<file path="src/rtl/ooo_pkg.sv">
// Shared types and constants for the in-order instruction memory responder.
package ooo_pkg;

    localparam int          XLEN            = 32;
    localparam logic [31:0] NOP_INSTR       = 32'h00000013;
    localparam int          IMEM_ENTRIES    = 16;
    localparam int          IMEM_ADDR_WIDTH = 4;

    typedef struct packed {
        logic [IMEM_ADDR_WIDTH-1:0] addr;
        logic [XLEN-1:0]            instruction;
    } imem_rsp_t;

    typedef enum logic {
        IMEM_LOAD,
        IMEM_SERVE
    } imem_state_e;

endpackage

</file>
<file path="src/rtl/imem_rsp_fifo.sv">
// Synchronous FIFO of instruction responses; pointers wrap naturally, full/empty come from the count.
module imem_rsp_fifo
    import ooo_pkg::*;
#(
    parameter int DEPTH = 4
) (
    input  logic                   clock,
    input  logic                   reset,
    input  logic                   clear,
    input  logic                   push,
    input  imem_rsp_t              push_data,
    input  logic                   pop,
    output imem_rsp_t              head,
    output logic                   empty,
    output logic [$clog2(DEPTH):0] count
);

    localparam int PTR_W = $clog2(DEPTH);
    localparam int CNT_W = PTR_W + 1;

    logic [PTR_W-1:0] wr_ptr;
    logic [PTR_W-1:0] rd_ptr;
    imem_rsp_t        entries [DEPTH];
    logic             do_pop;
    logic             full;

    assign empty  = (count == '0);
    assign full   = (count == CNT_W'(DEPTH));
    assign do_pop = pop && !empty;
    assign head   = entries[rd_ptr];

    always_ff @(posedge clock) begin
        if (reset || clear) begin
            wr_ptr <= '0;
            rd_ptr <= '0;
            count  <= '0;
        end else begin
            if (push) begin
                wr_ptr <= wr_ptr + 1'b1;
            end
            if (do_pop) begin
                rd_ptr <= rd_ptr + 1'b1;
            end
            count <= count + CNT_W'(push) - CNT_W'(do_pop);
        end
    end

    // Storage carries no reset: contents are only observed through a non-empty head.
    always_ff @(posedge clock) begin
        if (push) begin
            entries[wr_ptr] <= push_data;
        end
    end

    // The outstanding-request limit upstream guarantees room for every push.
    assert property (@(posedge clock) disable iff (reset || clear) !(push && !do_pop && full));

endmodule

</file>
<file path="src/rtl/imem_responder.sv">
// Instruction-fetch responder: loadable program array served with fixed latency, in order, with backpressure and flush.
module imem_responder
    import ooo_pkg::*;
#(
    parameter int MEM_ENTRIES     = 16,
    parameter int MEM_ADDR_WIDTH  = 4,
    parameter int LATENCY         = 2,
    parameter int MAX_OUTSTANDING = 4
) (
    input  logic                      clock,
    input  logic                      reset,
    input  logic                      load_valid,
    input  logic [MEM_ADDR_WIDTH-1:0] load_addr,
    input  logic [31:0]               load_data,
    input  logic                      load_done,
    input  logic                      req_valid,
    output logic                      req_ready,
    input  logic [MEM_ADDR_WIDTH-1:0] req_addr,
    output logic                      rsp_valid,
    input  logic                      rsp_ready,
    output logic [MEM_ADDR_WIDTH-1:0] rsp_addr,
    output logic [31:0]               rsp_instruction,
    input  logic                      flush,
    output logic                      busy
);

    localparam int CNT_W = $clog2(MAX_OUTSTANDING) + 1;

    imem_state_e      state_q;
    imem_state_e      state_d;
    logic             load_we;
    logic [XLEN-1:0]  mem_q [MEM_ENTRIES];
    logic [CNT_W-1:0] outstanding;
    logic             accept;
    logic             pop;
    logic             vld_p0;
    imem_rsp_t        data_p0;
    logic             push_vld;
    imem_rsp_t        push_data;
    imem_rsp_t        fifo_head;
    logic             fifo_empty;
    logic [CNT_W-1:0] fifo_count;

    always_ff @(posedge clock) begin
        if (reset) begin
            state_q <= IMEM_LOAD;
        end else begin
            state_q <= state_d;
        end
    end

    always_comb begin
        state_d   = state_q;
        load_we   = 1'b0;
        req_ready = 1'b0;
        case (state_q)
            IMEM_LOAD: begin
                load_we = load_valid;
                if (load_done) begin
                    state_d = IMEM_SERVE;
                end
            end
            IMEM_SERVE: begin
                req_ready = (outstanding < CNT_W'(MAX_OUTSTANDING)) && !flush;
            end
            default: state_d = IMEM_LOAD;
        endcase
    end

    always_ff @(posedge clock) begin
        if (reset) begin
            for (int i = 0; i < MEM_ENTRIES; i++) begin
                mem_q[i] <= NOP_INSTR;
            end
        end else if (load_we) begin
            mem_q[load_addr] <= load_data;
        end
    end

    assign accept = req_valid && req_ready;
    assign pop    = rsp_valid && rsp_ready;

    // Stage p0: array read in the accept cycle
    assign vld_p0 = accept;
    always_comb begin
        data_p0             = '0;
        data_p0.addr        = IMEM_ADDR_WIDTH'(req_addr);
        data_p0.instruction = mem_q[req_addr];
    end

    // Stages 1..LATENCY-1: registered delay line, the last stage feeds the FIFO
    generate
        if (LATENCY == 1) begin : g_direct
            assign push_vld  = vld_p0;
            assign push_data = data_p0;
        end else begin : g_pipe
            logic      vld_pipe  [1:LATENCY-1];
            imem_rsp_t data_pipe [1:LATENCY-1];

            always_ff @(posedge clock) begin
                if (reset || flush) begin
                    for (int i = 1; i < LATENCY; i++) begin
                        vld_pipe[i] <= 1'b0;
                    end
                end else begin
                    vld_pipe[1] <= vld_p0;
                    for (int i = 2; i < LATENCY; i++) begin
                        vld_pipe[i] <= vld_pipe[i-1];
                    end
                end
            end

            always_ff @(posedge clock) begin
                data_pipe[1] <= data_p0;
                for (int i = 2; i < LATENCY; i++) begin
                    data_pipe[i] <= data_pipe[i-1];
                end
            end

            assign push_vld  = vld_pipe[LATENCY-1];
            assign push_data = data_pipe[LATENCY-1];
        end
    endgenerate

    // A flush clears the FIFO at the same edge, so a same-cycle push is dropped.
    imem_rsp_fifo #(
        .DEPTH(MAX_OUTSTANDING)
    ) u_rsp_fifo (
        .clock    (clock),
        .reset    (reset),
        .clear    (flush),
        .push     (push_vld),
        .push_data(push_data),
        .pop      (pop),
        .head     (fifo_head),
        .empty    (fifo_empty),
        .count    (fifo_count)
    );

    always_ff @(posedge clock) begin
        if (reset || flush) begin
            outstanding <= '0;
        end else begin
            case ({accept, pop})
                2'b10:   outstanding <= outstanding + 1'b1;
                2'b01:   outstanding <= outstanding - 1'b1;
                default: outstanding <= outstanding;
            endcase
        end
    end

    assign rsp_valid       = !fifo_empty;
    assign rsp_addr        = fifo_empty ? '0 : MEM_ADDR_WIDTH'(fifo_head.addr);
    assign rsp_instruction = fifo_empty ? '0 : fifo_head.instruction;
    assign busy            = (outstanding != '0);

    // Every queued response is also an outstanding request.
    assert property (@(posedge clock) disable iff (reset) fifo_count <= outstanding);

endmodule

</file>
<file path="config.mk">
export PLATFORM = sky130hd
export DESIGN_NAME = imem_responder
export DESIGN_NICKNAME = d
export VERILOG_FILES = /design/src/rtl/ooo_pkg.sv /design/src/rtl/imem_rsp_fifo.sv /design/src/rtl/imem_responder.sv
export SDC_FILE = /design/constraint.sdc
export NUM_CORES = 1
export LEC_CHECK = 0
export ABC_AREA = 1
export CAP_MARGIN = 20
export CELL_PAD_IN_SITES_DETAIL_PLACEMENT = 0
export CELL_PAD_IN_SITES_GLOBAL_PLACEMENT = 1
export CORE_MARGIN = 2
export CORE_UTILIZATION = 45
export DETAILED_ROUTE_END_ITERATION = 8
export PLACE_DENSITY_LB_ADDON = 0.1
export SLEW_MARGIN = 20
export SYNTH_ARGS = -nofsm -noshare
export SYNTH_HDL_FRONTEND = slang
export SYNTH_SLANG_ARGS = --single-unit
export TNS_END_PERCENT = 30
</file>
<file path="constraint.sdc">
create_clock -name clock -period 3.26 [get_ports clock]
set_clock_uncertainty 0.05 [all_clocks]
set_input_delay 0.978 -clock clock [delete_from_list [all_inputs] [get_ports clock]]
set_output_delay 0.978 -clock clock [all_outputs]
set_load 0.02 [all_outputs]
</file>
# Word level (Yosys, flattened, before mapping)
# Memory sizes are Yosys's and may differ from the RTL's. A register that Yosys moved wholly into a read port is not among the register bits.
# Cells that the tools add are included.
[word_totals]
latch_bits = 0
n_memories = 4
rom_bits = 0
out_inout_bits = 39
register_bits = 11
inputBits = 47
ram_bits = 693
[classes]
n_mul = 0
n_mux = 23
n_shift = 0
reduce_logical = 11
order_cmp = 1
div_mod_pow = 0
addsub = 6
bitwise_logic = 1
n_eq_ne = 2
[mem_list]
columns = ["name", "words", "word_bits", "read_ports", "rd_ports_with_merged_regs", "wr", "line", "rtl"]
rows = [
  ["mem_q", 16, 32, 1, 0, 16, "imem_responder.sv:32", "logic [XLEN-1:0] mem_q [MEM_ENTRIES];"],
  ["u_rsp_fifo.entries", 4, 36, 1, 1, 1, "imem_rsp_fifo.sv:23", "imem_rsp_t entries [DEPTH];"],
  ["g_pipe.data_pipe", 1, 36, 1, 0, 1, "imem_responder.sv:98", "imem_rsp_t data_pipe [1:LATENCY-1];"],
  ["g_pipe.vld_pipe", 1, 1, 1, 0, 1, "imem_responder.sv:97", "logic vld_pipe [1:LATENCY-1];"],
]
[op_table]
columns = ["cell", "count"]
rows = [
  ["32-bit 2-to-1 mux", 2],
  ["32-bit OR reduction", 1],
  ["1-bit 2-to-1 mux", 16],
  ["4-bit 2-to-1 mux", 2],
  ["3-bit one-hot mux with 2 select lines", 1],
  ["2-bit by 1-bit adder with 2-bit output, second input constant", 2],
  ["1-bit logical AND", 4],
  ["2-bit 2-to-1 mux", 2],
  ["3-bit by 1-bit adder with 3-bit output", 1],
  ["3-bit by 1-bit adder with 3-bit output, second input constant", 1],
  ["3-bit logical NOT", 1],
  ["3-bit less-than comparator, second input constant", 1],
  ["3-bit nonzero test", 1],
  ["3-bit by 1-bit subtractor with 3-bit output", 1],
  ["3-bit by 1-bit subtractor with 3-bit output, second input constant", 1],
  ["2-bit by 1-bit == test with 1-bit output, second input constant", 1],
  ["2-bit == test, second input constant", 1],
  ["1-bit logical NOT", 2],
  ["2-bit nonzero test", 1],
  ["1-bit logical OR", 1],
  ["1-bit OR", 1],
]

# Logic depth before layout (Yosys ltp)
# Gate-level depths: netlist (run 1).
[depth]
depth_word = 6
mapped_depth = 12
mapped_depth_nobuf = 11

# Modules after synthesis
# Synthesis (run 1) repeated with hierarchy kept, for this count alone.
[unflattened]
cells_unflattened = 3305
area_unflattened_um2 = 31495.2
[modules_own_cells]
columns = ["mod", "cells_each", "instances", "area_per_inst_um2"]
rows = [
  ["imem_responder", 2896, 1, 25672.1],
  ["imem_rsp_fifo", 409, 1, 5823.1],
]

# Worst setup path after synthesis (run 1)
# OpenSTA, ideal clock, no wires.
[synth_path]
path_kind = "input to register"
from = "input reset"
to = "memory mem_q[0][0] (enable)"
t_required_ns = 2.821
path_stages = 6
setup_time_ns = 0.389
slack_ns = 0.336
path_buffers = 1
t_arrival_ns = 2.484
cell_sequence = "inv_2 nand3_1 nor3_2 nand2_1 buf_6 nand2_1"
[synth_rtl]
columns = ["item", "line", "rtl"]
rows = [
  ["start: declaration", "imem_responder.sv:11", "input logic reset,"],
  ["end: declaration", "imem_responder.sv:32", ""],
]

==> summary.txt, run 1 <==
Detailed routing
  • Vias per Instance: 5.084
  • # DRC: 0
  • Via count: 22350
  • First-pass iteration count of the detailed router: 6
  • WL final: 88860 um
  • Detailed Route Iter0 Violations: 2168
  • Avg WL per Cell: 20.22 um
  • ANT nets after route: 0

Timing
  • Final min period: 3.144 ns
  • Final Max Slew Viols: 0
  • Unrepaired setup endpoints after global routing: yes
  • Measured slew at the worst slew-check pin: 0.7678 ns
  • Hold Slack: 0.4174 ns
  • Maximum clock frequency: 0.3181 GHz
  • Final hold viol count: 0
  • Slew margin rel.: 0.4876
  • Final Setup Violations: 0
  • Setup tns final: 0 ns
  • Final setup margin: 0.1165 ns
  • Period utilisation layout: 0.9643

GRT
  • GRT overflow: 0
  • Vias in the first global route: 21400
  • First-pass GRT wire length: 132700 um
  • Tot GR Track Use: 0.2449
  • Initial antenna violation count: 1
  • Pin count of the biggest net entering global routing: 87

Placement
  • Gpl congestion: 0.7773
  • Detailed placer's ending HPWL: 54970 um
  • Post-place setup slack: -0.06476 ns
  • Post-DP Area: 0.03415 mm^2
  • Dpl cells: 4249
  • Port Buffers: 85

Floorplan
  • Initial cell density of the core: 0.4532
  • Row count: 97
  • DIE WIDTH: 269.1 um
  • Die height: 269.1 um
  • I/O pins: 86
  • Die area: 0.07242 mm^2
  • Core ar.: 0.06979 mm^2

Clock network
  • Setup Fix Bufs, Post-CTS: 0
  • CTS sink cnt: 706
  • Cts hold-fix bufs: 0
  • Root Buffer: clkbuf_16
  • Max Buffers Root-to-Sink: 3
  • Clock insertion delay at the later pin of the skew report: 0.62 ns
  • Clock buffer count from CTS: 79
  • Depth of the CTS H-tree: 3
  • CTS tree: built
  • Clock Pin Slew Worst Setup and Hold Paths: 0.05 ns

Final layout
  • Antenna Cells: 0
  • Non-Filler Instances: 4395
  • Nets: 3446
  • Layout area overhead: 16.10%
  • Fin area: 0.03672 mm^2
  • Layout cells sized above 1: 0.09436
  • Fin util: 0.5262

Run
  • # Max-Cap Violations: 0

Power
  • Sequential share of power: 0.498
  • P per Cell Area: 566.6 mW/mm^2
  • Net Sw Power: 4.784 mW
  • VDD IR max: 0.4271 mV
  • Sw frac: 0.2299
  • Pint: 16.02 mW
  • Leakage Power: 15.83 nW
  • Clock power share: 0.430
  • Gate power share: 0.073
  • Total power: 20.81 mW

Logic synthesis
  • Yosys cell types: 21
  • Synth Register Bits: 706
  • YS warnings: 0
  • Syn Inst Count: 3299
  • Mapped Avg Cell Area: 9.587 um^2
  • Post-synthesis sequential area ratio: 0.6545
  • Mapped Area: 0.03163 mm^2
  • Post-Syn Nets: 3355

Setup path
  • Crit-path cells: buf_12, nor2_1, nor2_1, o21ai_0, a21oi_1, dlygate4sd2_1
  • Critical path class: reg2out
  • Worst Setup Start Kind: register
  • RR Startpoint: u_rsp_fifo.count[1]
  • Slowest cell on the critical path: dfxtp_4
  • Most Frequent Cell on Critical Path: nor2_1
  • CP max FO: 40
  • Worst endpoint required time: 2.23 ns
  • CP max stage delay: 0.47 ns
  • CP Capture Type: primary output
  • Worst EP arrival: 2.12 ns

Min path
  • Type of the worst min-delay path: reg2reg
  • Worst Min Path Start: state_q

Status
  • Status: complete, no violations
==> worst max-delay path, delay by kind of cell (launching register included) <==
| kind | cells | cell delay (ns) |
|---|---|---|
| DFF | 1 | 0.47 |
| and+or+nand+nor | 2 | 0.15 |
| AOI/OAI and AO/OA | 2 | 0.26 |
| buffers and inverters | 2 | 0.60 |
==> synthesized netlist by cell type (all sizes together) <==
library cell	instances	area, um^2
nand2	763	2864
edfxtp	656	19700
nor2	626	2350
inv	467	1753
nand3	387	1937
buf	121	875.9
clkbuf	92	345.3
o21ai	76	380.4
dfxtp	50	1001
a21oi	41	205.2
ha	7	87.58
nor3	6	50.05
fa	2	40.04
xnor2	2	17.52
xor2	2	17.52
clkinv	1	3.750
==> flip-flops by register name, indices dropped and copies added, names as in the netlist, named ones only <==
name,cells
u_rsp_fifo.count,3
g_pipe.vld_pipe,1
u_rsp_fifo.entries,144
u_rsp_fifo.wr_ptr,2
mem_q,512
state_q,1
g_pipe.data_pipe,36
outstanding,3
u_rsp_fifo.rd_ptr,2
==> what timing repair did <==
item                                    4_1_cts  5_1_grt
pin swaps                                     0        2
gates cloned                                  0        0
resized for setup                            53       29
endpoints found under the setup margin       37       29
==> routing by layer <==
| metal | GRT usage | wire (um) |
|---|---|---|
| met1 | 0.3332 | 38570 |
| met4 | 0.07160 | 2216 |
| met3 | 0.03411 | 5090 |
| met2 | 0.4104 | 42980 |
| met5 | 0 | 0 |
==> cell families after synthesis <==
kind of cell / Yosys count / share of synthesized area
DFF: 706 / 0.6545
xor gates and xnor gates: 4 / 0.001108
adders and majority gates: 9 / 0.004035
and+or+nand+nor: 1782 / 0.2277
buffers and inverters: 681 / 0.09416
AOI/OAI and AO/OA: 117 / 0.01852
==> final timing paths <==
path                                            end  slack, ns  cells past startpoint
worst min-delay path                        state_q       0.42                      2
worst max-delay path             rsp_instruction[5]       0.12                      6
worst min register to register              state_q       0.42                      2
worst max register to register  u_rsp_fifo.count[2]       0.93                     10
==> layout make-up <==
cell class	count	area, um^2
Fill cell	6289	33070
Sequential cell	706	20700
Multi-Input combinational cell	1912	8040
Timing Repair Buffer	223	2407
Clock buffer	100	2202
Inverter	468	1767
Tap cell	940	1176
Clock inverter	46	421.7
==> placed cells by master (no fill, tap or decap), types with 12 or more instances in the layout <==
cell,count
clkbuf_1,12
inv_1,462
nand2_2,30
o21ai_0,70
buf_4,91
nand2_1,733
dlygate4sd2_1,15
a21oi_1,38
buf_12,48
dfxtp_1,49
clkinv_1,13
nor2_1,626
nand3_1,387
clkinv_2,19
edfxtp_1,656
clkbuf_16,84
clkdlybuf4s50_1,44
clkbuf_2,13
==> power by group through the flow <==
stage                     combinational [mW]  clock (mW)  sequential [mW]
after floorplan                        0.824           0             10.5
after global placement                  1.51           0             10.5
after detailed placement                1.52           0             10.6
after CTS                               1.52        9.10             10.4
after global routing                    1.65        9.45             10.4
final                                   1.51        8.94             10.4
Note: power is estimated with default switching activity, not from simulation.
==> inputs of run 2 (changes only) <==
==> constraint.sdc (replaced) <==
create_clock -name clock -period 3.6 [get_ports clock]
set_clock_uncertainty 0.05 [all_clocks]
set_input_delay 1.08 -clock clock [delete_from_list [all_inputs] [get_ports clock]]
set_output_delay 1.08 -clock clock [all_outputs]
set_load 0.02 [all_outputs]
==> run 2 against run 1 <==
- utilization shrank 0.49 points
- final cell count shrank 0.71%
- register-to-register slack gained 0.17 ns
- via count shrank 0.40%
- combinational power shrank 11%
- clock power shrank 11%
- sequential power shrank 9.8%
- critical path depth shrank 1
- sequential share of layout area grew 0.53 points
- clock-buffer cell count shrank 8
- setup slack lost 0.050 ns
- first-iteration DRC count grew 2.1%
- critical endpoint is now rsp_instruction[25]
- largest cell class unchanged
==> summary.txt, run 2 (synthesis gave the netlist of run 1 again) <==
Detailed routing
  • First-pass iteration count of the detailed router: 5 (-1)
  • Detailed Route Iter0 Violations: 2213 (+2.1%)
  • ANT nets after route: 0 (unchanged)
  • Vias per Instance: 5.100 (+0.30%)
  • Avg WL per Cell: 20.70 um (+2.4%)
  • WL final: 90350 um (+1.7%)
  • Via count: 22260 (-0.40%)
  • # DRC: 0 (unchanged)

Timing
  • Final Max Slew Viols: 0 (unchanged)
  • Setup tns final: 0 ns (unchanged)
  • Slew margin rel.: 0.4379 (-0.04967)
  • Unrepaired setup endpoints after global routing: no
  • Final Setup Violations: 0 (unchanged)
  • Final min period: 3.533 ns
  • Final hold viol count: 0 (unchanged)
  • Period utilisation layout: 0.9815
  • Maximum clock frequency: 0.2830 GHz
  • Hold Slack: 0.3987 ns (-0.01870 ns)
  • Final setup margin: 0.06653 ns (-0.04996 ns)
  • Measured slew at the worst slew-check pin: 0.8422 ns (+0.07442 ns)

Final layout
  • Most frequent cells in the layout: 733 x nand2_1, 656 x edfxtp_1, 626 x nor2_1, 462 x inv_1, 387 x nand3_1
  • Commonest non-fill, non-tap cell in the layout: nand2_1
  • Multi-input logic area: 0.008033 mm^2 (about the same)
  • Largest register FFs: 512 (unchanged)
  • Top reg by flops: mem_q
  • FILL cells: 6439 (+2.4%)
  • Biggest regs: mem_q x512, u_rsp_fifo.entries x144, g_pipe.data_pipe x36
  • Layout area overhead: 15.02%
  • Layout cells sized above 1: 0.07978 (-0.01458)
  • Nets: 3417 (-0.84%)
  • Non-Filler Instances: 4364 (-0.71%)
  • Sequential Area: 0.02070 mm^2 (unchanged)

Setup path
  • Critical path class: reg2out
  • Buffer and inverter count on the worst path: 3 (+1)
  • Slowest cell on the critical path: clkdlybuf4s50_1
  • CP max stage delay: 0.64 ns (+0.17 ns)
  • CP Capture Type: primary output
  • Worst Setup Start Kind: register
  • Worst endpoint required time: 2.47 ns (+0.24 ns)
  • CP max FO: 72 (+80%)
  • Crit-path cells: inv_2, buf_12, o21ai_0, a21oi_1, clkdlybuf4s50_1
  • Worst EP arrival: 2.40 ns (+0.28 ns)
  • CP delay by family, top: buffers and inverters

Power
  • Gate power share: 0.072 (about the same)
  • VDD IR max: 0.3654 mV (-14%)
  • Pint: 14.38 mW (-10%)
  • Clock power share: 0.426 (-0.004)
  • Sequential share of power: 0.502 (+0.004)
  • P per Cell Area: 514.0 mW/mm^2 (-9.3%)
  • Leakage Power: 15.85 nW (+0.10%)
  • Total power: 18.70 mW (-10%)
  • Net Sw Power: 4.320 mW (-9.7%)
  • Sw frac: 0.2310 (+0.001114)

Placement
  • Detailed placer's ending HPWL: 55210 um (+0.44%)
  • Gpl congestion: 0.8077 (+3.9%)
  • Dpl cells: 4220 (-0.68%)
  • Post-place setup slack: 0.05599 ns (+0.1207 ns)
  • Port Buffers: 85 (unchanged)

GRT
  • Tot GR Track Use: 0.2493 (+0.004370)
  • Pin count of the biggest net entering global routing: 103 (+18%)
  • First-pass GRT wire length: 134900 um (+1.7%)
  • Vias in the first global route: 21620 (+1.0%)
  • Initial antenna violation count: 3 (+2)
  • GRT overflow: 0 (unchanged)

Clock network
  • CTS sink cnt: 706 (unchanged)
  • CTS tree: built
  • Max Buffers Root-to-Sink: 3 (unchanged)
  • Root Buffer: clkbuf_16
  • Cts hold-fix bufs: 0 (unchanged)
  • Depth of the CTS H-tree: 3 (unchanged)
  • Clock buffer count from CTS: 78 (-1.3%)
  • Clock insertion delay at the later pin of the skew report: 0.62 ns (about the same)
  • Clock Pin Slew Worst Setup and Hold Paths: 0.05 ns (about the same)

Floorplan
  • Core ar.: 0.06979 mm^2 (unchanged)
  • Die area: 0.07242 mm^2 (unchanged)
  • Row count: 97 (unchanged)
  • I/O pins: 86 (unchanged)
  • Die height: 269.1 um (unchanged)
  • Initial cell density of the core: 0.4532 (unchanged)
  • DIE WIDTH: 269.1 um (unchanged)

Run
  • # Max-Cap Violations: 0 (unchanged)

Min path
  • Type of the worst min-delay path: reg2reg

Status
  • Status: complete, no violations
## run 2: cell types whose count changed in the layout (fill, tap and decap cells not counted), moves of 3 or more
cell and delta:
dlymetal6s2s_1 +17, buf_4 -15, clkbuf_2 -13, buf_12 -12
clkdlybuf4s50_1 +11, dlygate4sd2_1 -6, clkbuf_16 -5, clkdlybuf4s15_2 -5
clkdlybuf4s15_1 -4, clkinv_2 -3, inv_6 +3
## run 2: final cells by class
| cell class | count | area share |
|---|---|---|
| timing repair buffer | 195 | 0.05916 |
| clock inverter | 49 | 0.01328 |
| sequential | 706 | 0.5692 |
| tap | 940 | 0.03233 |
| multi-input combinational | 1912 | 0.2208 |
| clock buffer | 92 | 0.05651 |
| inverter | 468 | 0.04860 |
| antenna | 2 | 0.0001376 |
## run 2: power groups by stage
stage	sequential (mW)	combinational [mW]	clock, mW
after CTS	9.38	1.36	8.11
after global routing	9.41	1.48	8.43
after floorplan	9.53	0.746	0
after detailed placement	9.56	1.36	0
after global placement	9.54	1.35	0
final	9.38	1.35	7.97
## run 2: worst paths after layout
path / start / to / slack, ns / depth (start not counted)
min: outstanding[0] / outstanding[0] / 0.40 / 1
max: register / rsp_instruction[25] / 0.07 / 5
max reg2reg: u_rsp_fifo.count[1] / u_rsp_fifo.count[2] / 1.10 / 10
min reg2reg: outstanding[0] / outstanding[0] / 0.40 / 1
## run 2: stage by stage
step,cell area (um^2),utilization
after floorplan,31630,-
after global placement,33790,0.4841
after detailed placement,33790,0.4841
after CTS,36330,0.5206
after global routing,36370,0.5212
final,36380,0.5213
## run 2: repair_timing
| item | 4_1_cts | 5_1_grt |
|---|---|---|
| endpoints found under the setup margin | 36 | 17 |
| pin swaps | 0 | 0 |
| buffers inserted | 1 | 0 |
| endpoints found under the hold margin | 0 | 0 |
| resized for setup | 12 | 17 |
## run 2: per-layer routing
layer  track usage  vias to the layer above  wire length, um
met5             0                        -                0
met4       0.07615                        0             2344
met3       0.03411                      123             5766
met2        0.4176                      698            43580
met1        0.3380                    10820            38660
li1              -                    10610                -
